--- config.mk ---
export PLATFORM = sky130hd
export DESIGN_NAME = smi_rx_scheduler
export DESIGN_NICKNAME = d
export VERILOG_FILES = /design/src/rtl/smi_rx_scheduler_pkg.sv /design/src/rtl/smi_word_serializer.sv /design/src/rtl/smi_rx_scheduler.sv
export SDC_FILE = /design/constraint.sdc
export NUM_CORES = 1
export LEC_CHECK = 0
export BUFFER_PORTS_ARGS = -buffer_cell sky130_fd_sc_hd__buf_2
export CAP_MARGIN = 20
export CORE_MARGIN = 3
export CORE_UTILIZATION = 30
export CTS_BUF_LIST = sky130_fd_sc_hd__clkbuf_2
export DETAILED_ROUTE_END_ITERATION = 12
export PLACE_DENSITY = 0.48
export SLEW_MARGIN = 15
export SYNTH_ARGS = -nofsm -noshare
export SYNTH_HDL_FRONTEND = slang
export SYNTH_SLANG_ARGS = --single-unit
--- constraint.sdc ---
create_clock -name i_sys_clk -period 2.2 [get_ports i_sys_clk]
set_input_delay 0.44 -clock i_sys_clk [delete_from_list [all_inputs] [get_ports i_sys_clk]]
set_output_delay 0.44 -clock i_sys_clk [all_outputs]
set_load 0.005 [all_outputs]
--- src/rtl/smi_rx_scheduler_pkg.sv ---
// Shared encodings for the SMI RX scheduler: FSM states and channel identifiers.
package smi_rx_scheduler_pkg;

  typedef enum logic [1:0] {
    ST_IDLE  = 2'd0,
    ST_PULL  = 2'd1,
    ST_LATCH = 2'd2,
    ST_SHIFT = 2'd3
  } state_e;

  typedef enum logic {
    CH_09 = 1'b0,
    CH_24 = 1'b1
  } ch_e;

endpackage

--- src/rtl/smi_word_serializer.sv ---
// Serialises one 32-bit word MSB-first into four bytes under a valid/ready handshake.
module smi_word_serializer (
  input  logic        clk_i,
  input  logic        rst_i,
  input  logic        load_i,
  input  logic [31:0] data_i,
  input  logic        ch_i,
  input  logic        ready_i,
  output logic [7:0]  byte_o,
  output logic        valid_o,
  output logic        ch_o,
  output logic        sow_o,
  output logic        done_o
);

  logic [31:0] sreg_q, sreg_d;
  logic [1:0]  idx_q, idx_d;
  logic        valid_q, valid_d;
  logic        ch_q, ch_d;
  logic        accept;

  assign accept = valid_q & ready_i;
  assign done_o = accept & (idx_q == 2'd3);

  always_comb begin
    sreg_d  = sreg_q;
    idx_d   = idx_q;
    valid_d = valid_q;
    ch_d    = ch_q;
    if (load_i) begin
      sreg_d  = data_i;
      idx_d   = '0;
      valid_d = 1'b1;
      ch_d    = ch_i;
    end else if (accept) begin
      sreg_d = {sreg_q[23:0], 8'h00};
      idx_d  = 2'(idx_q + 2'd1);
      if (idx_q == 2'd3) valid_d = 1'b0;
    end
  end

  always_ff @(posedge clk_i or posedge rst_i) begin
    if (rst_i) begin
      sreg_q  <= '0;
      idx_q   <= '0;
      valid_q <= 1'b0;
      ch_q    <= 1'b0;
    end else begin
      sreg_q  <= sreg_d;
      idx_q   <= idx_d;
      valid_q <= valid_d;
      ch_q    <= ch_d;
    end
  end

  assign byte_o  = sreg_q[31:24];
  assign valid_o = valid_q;
  assign ch_o    = ch_q;
  assign sow_o   = valid_q & (idx_q == 2'd0);

endmodule

--- src/rtl/smi_rx_scheduler.sv ---
// Round-robin burst arbiter between the 09 and 24 RX FIFOs feeding a byte stream to smi_ctrl.
module smi_rx_scheduler
  import smi_rx_scheduler_pkg::*;
#(
  parameter int unsigned BURST_WORDS = 4
) (
  input  logic        i_sys_clk,
  input  logic        i_reset,
  input  logic [1:0]  i_ch_enable,
  input  logic        i_clear_ovf,
  output logic        o_fifo_09_pull,
  input  logic [31:0] i_fifo_09_data,
  input  logic        i_fifo_09_empty,
  input  logic        i_fifo_09_full,
  output logic        o_fifo_24_pull,
  input  logic [31:0] i_fifo_24_data,
  input  logic        i_fifo_24_empty,
  input  logic        i_fifo_24_full,
  output logic [7:0]  o_byte,
  output logic        o_byte_valid,
  input  logic        i_byte_ready,
  output logic        o_byte_ch,
  output logic        o_byte_sow,
  output logic        o_ovf_09,
  output logic        o_ovf_24,
  output logic        o_busy
);

  state_e      state_q, state_d;
  ch_e         sel_q, sel_d;
  ch_e         rr_last_q, rr_last_d;
  logic [7:0]  burst_cnt_q, burst_cnt_d;
  logic        ovf_09_q, ovf_09_d;
  logic        ovf_24_q, ovf_24_d;
  logic        elig_09, elig_24, sel_elig;
  logic [8:0]  burst_next;
  logic        load, word_done;
  logic [31:0] sel_data;

  assign elig_09    = i_ch_enable[0] & ~i_fifo_09_empty;
  assign elig_24    = i_ch_enable[1] & ~i_fifo_24_empty;
  assign sel_elig   = (sel_q == CH_09) ? elig_09 : elig_24;
  assign burst_next = {1'b0, burst_cnt_q} + 9'd1;
  assign sel_data   = (sel_q == CH_09) ? i_fifo_09_data : i_fifo_24_data;

  always_comb begin
    state_d     = state_q;
    sel_d       = sel_q;
    rr_last_d   = rr_last_q;
    burst_cnt_d = burst_cnt_q;
    load        = 1'b0;
    unique case (state_q)
      ST_IDLE: begin
        if (elig_09 || elig_24) begin
          if (elig_09 && elig_24) sel_d = (rr_last_q == CH_09) ? CH_24 : CH_09;
          else                    sel_d = elig_09 ? CH_09 : CH_24;
          burst_cnt_d = '0;
          state_d     = ST_PULL;
        end
      end
      ST_PULL:  state_d = ST_LATCH;
      ST_LATCH: begin
        load    = 1'b1;
        state_d = ST_SHIFT;
      end
      ST_SHIFT: begin
        if (word_done) begin
          burst_cnt_d = burst_next[7:0];
          // Eligibility is re-sampled here so an enable drop or FIFO drain ends the burst cleanly.
          if (sel_elig && (burst_next < 9'(BURST_WORDS))) begin
            state_d = ST_PULL;
          end else begin
            rr_last_d = sel_q;
            state_d   = ST_IDLE;
          end
        end
      end
      default: state_d = ST_IDLE;
    endcase
  end

  // Set has priority over clear when both occur in one cycle.
  always_comb begin
    ovf_09_d = (i_fifo_09_full & i_ch_enable[0]) | (ovf_09_q & ~i_clear_ovf);
    ovf_24_d = (i_fifo_24_full & i_ch_enable[1]) | (ovf_24_q & ~i_clear_ovf);
  end

  always_ff @(posedge i_sys_clk or posedge i_reset) begin
    if (i_reset) begin
      state_q     <= ST_IDLE;
      sel_q       <= CH_09;
      rr_last_q   <= CH_24;
      burst_cnt_q <= '0;
      ovf_09_q    <= 1'b0;
      ovf_24_q    <= 1'b0;
    end else begin
      state_q     <= state_d;
      sel_q       <= sel_d;
      rr_last_q   <= rr_last_d;
      burst_cnt_q <= burst_cnt_d;
      ovf_09_q    <= ovf_09_d;
      ovf_24_q    <= ovf_24_d;
    end
  end

  smi_word_serializer u_ser (
    .clk_i   (i_sys_clk),
    .rst_i   (i_reset),
    .load_i  (load),
    .data_i  (sel_data),
    .ch_i    (sel_q),
    .ready_i (i_byte_ready),
    .byte_o  (o_byte),
    .valid_o (o_byte_valid),
    .ch_o    (o_byte_ch),
    .sow_o   (o_byte_sow),
    .done_o  (word_done)
  );

  assign o_fifo_09_pull = (state_q == ST_PULL) && (sel_q == CH_09);
  assign o_fifo_24_pull = (state_q == ST_PULL) && (sel_q == CH_24);
  assign o_ovf_09       = ovf_09_q;
  assign o_ovf_24       = ovf_24_q;
  assign o_busy         = (state_q != ST_IDLE);

endmodule

==> impl_metrics.tcl <==
set metrics [dict create \
    htree_levels 2 \
    yosysWarningCount 0 \
    hpwl_um 5280 \
    dp.cells 504 \
    endpoint_kind "primary output" \
    drt_iter0_markers 85 \
    fp-row-count 35 \
    grt_pass1_vias 2425 \
    setup_viol 0 \
    track_usage_pct 13.0 \
    nNetsFinal 464 \
    holdCritPathClass "input port to flop" \
    path_buf_inv 2 \
    clk_latency_ns 0.44 \
    cts-hold-fix-buffers 1 \
    cts_root_buffer "clkbuf_2" \
    path_class "flop to primary output" \
    cts_buffers 5 \
    synthTopCellsByArea "dfrtp_1, mux2i_1, a211oi_1, and3_1, a21oi_1" \
    synth.largest_area_cell "dfrtp_1" \
    period_minus_slack_ns 2.04 \
    power_density_nw_per_um2 1070 \
    vias 2486 \
    ios 90 \
    rrSetupSlack_ns 0.27 \
    critPathTopFamily "flip-flops" \
    seq_area_frac_synth_pct 42.5 \
    drv_cap 0 \
    worstMarginPinSlew_ns 0.633 \
    vdd.ir_drop.worst_uv 407 \
    slowest_delay_ns 0.63 \
    cp.required_ns 1.76 \
    grt_max_degree 52 \
    path_cells "buf_4 > and2_1 > buf_2" \
    pre_cts_ws_ns 0.294 \
    fin_ws_ns 0.163 \
    syn2layout_area_growth_pct 19.6 \
    synth_edf_count 0 \
    multiInputGateArea_um2 1480 \
    cp_slowest_cell "dfrtp_2" \
    hold_path.startpoint "i_clear_ovf" \
    port_buffers 89 \
    wire_per_inst_um 13.9 \
    n_antenna_cell 0 \
    synthFlopType "dfrtp_1" \
    clkSinkCount 50 \
    cts_resized 0 \
    fin_cells 513 \
    rsz0062_at_grt "false" \
    cts_tree "done" \
    fin_util_pct 37.5 \
    fillerInstances 984 \
    hold-path-cell-count 2 \
    p_leak_nw 1.70 \
    syn_inst 309 \
    post-route-period-util_pct 92.6 \
    grt-ovfl-total 0 \
    ant_nets 0 \
    avgSynthCellArea_um2 9.54 \
    drcViolationCount 0 \
    skew_ns 0.0305 \
    r2r-start "burst_cnt_q[0]$_DFFE_PP0P_" \
    hold_end "o_ovf_09$_DFF_PP0_" \
    start_kind "flop" \
    r2r_cells 6 \
    die_y_um 105 \
    clk_pin_slew_ns 0.25 \
    r2r-end "rr_last_q$_DFFE_PP1P_" \
    setup_tns_ns 0 \
    cp.arrival_ns 1.60 \
    syn_nets 390 \
    syn-cell-area_um2 2950 \
    hold_viol 0 \
    slew_viol_final 0 \
    yosys.cell_types.count 43 \
    routed_via_density 4.85 \
    grt_pass1_wl_um 11900 \
    slew_headroom_pct 57.5 \
    cts_setup_buffers 0 \
    synth_top_area_share_pct 41.6 \
    coreArea_um2 9420 \
    dr.pass1.iters 4 \
    totalPowerFinal_mw 3.77 \
    synth_seq_cells 50 \
    initial_core_util_pct 31.3 \
    seqCellArea_um2 1250 \
    finalWirelength_um 7150 \
    max_freq_ghz 0.491 \
    die_w_um 105 \
    cts_buffer_depth 2 \
    drive_above_1_share_pct 32.0 \
    antenna_found_initial 0 \
    synth_async_sr_flop_share_pct 100 \
    outcome "finished, final reports clean" \
    dieArea_um2 11100 \
    worst-path-max-fanout 14 \
    place_congestion 0.775 \
]
## cells in the mapped netlist, types with 8 or more instances
cell type  instances
nand2_1           30
a21oi_1           28
buf_4             10
nor2_1             8
mux2_2             9
o21ai_0           10
a211oi_1          26
clkbuf_1          14
dfrtp_1           49
and3_1            25
mux2i_1           25
o21ai_1           10
## through the flow
stage	hold slack, ns	instance area [um^2]
detailed placement	0.504	3470
finish	0.177	3530
CTS	0.150	3530
global route	0.121	3530
floorplan	0.497	2950
global placement	0.488	3470
## worst max path at each step
stage	startpoint	to	slack [ns]	depth (start not counted)
3_5_place_dp	burst_cnt_q[0]$_DFFE_PP0P_	rr_last_q$_DFFE_PP1P_	0.29	6
6_report	sel_q$_DFFE_PP0P_	o_fifo_24_pull	0.16	3
5_1_grt	sel_q$_DFFE_PP0P_	o_fifo_24_pull	0.01	3
3_3_place_gp	burst_cnt_q[0]$_DFFE_PP0P_	rr_last_q$_DFFE_PP1P_	0.35	6
2_1_floorplan	burst_cnt_q[0]$_DFFE_PP0P_	rr_last_q$_DFFE_PP1P_	0.46	6
4_1_cts	sel_q$_DFFE_PP0P_	o_fifo_24_pull	0.10	3
## logic make-up after synthesis
family                     synth area share [%]
adders and majority gates                  2.97
muxes                                      12.3
xor gates and xnor gates                   1.19
DFF                                        42.5
AOI/OAI and AO/OA                          18.8
buffers and inverters                      7.38
and+or+nand+nor                            14.8
## power breakdown
part | switching, mW | leakage, nW | internal (mW)
registers | 0.259 | 0.617 | 1.30
logic | 0.955 | 1.06 | 0.870
clock network | 0.309 | 0.0289 | 0.0784
total | 1.52 | 1.70 | 2.25
## flip-flops by register name (all words and copies together) (netlist names)
register and count:
u_ser.idx_q 2, o_ovf_24 1, sel_q 1, state_q 2, o_ovf_09 1, rr_last_q 1, u_ser.valid_o 1, u_ser.ch_o 1
burst_cnt_q 8, u_ser.sreg_q 32
## area by class of cell
| type | instances | area share [%] |
|---|---|---|
| Clock buffer | 5 | 0.709 |
| Clock inverter | 3 | 0.603 |
| Inverter | 8 | 0.851 |
| Multi-Input combinational cell | 218 | 42.0 |
| Sequential cell | 50 | 35.5 |
| Tap cell | 129 | 4.57 |
| Timing Repair Buffer | 100 | 15.7 |
## per-layer routing
metal | global-route usage (%) | vias to the layer above | part of all wire (%)
met2 | 20.1 | 66 | 47
met5 | 0 | - | 0
met1 | 18.7 | 1158 | 47
met3 | 3.03 | 2 | 5.5
met4 | 2.53 | 0 | 0.35
li1 | - | 1260 | -
## cell usage in the layout (no fill, tap or decap), types with 2 or more instances in the layout
cell and count:
nor2_1 8, and3_1 25, and2_1 3, a21oi_1 28, inv_1 6, mux2i_1 25
and4_1 2, or2b_1 2, buf_12 2, a31oi_1 3, nand3_1 5, dfrtp_1 48
nand2_1 30, buf_4 8, o21ai_1 10, xnor2_1 3, a32o_1 2, buf_2 89
o31ai_1 4, a211oi_1 26, o21ai_0 10, ha_1 6, clkbuf_2 5, inv_2 2
mux2_2 9, nor2b_1 3
Note: power is estimated with default switching activity, not from simulation.
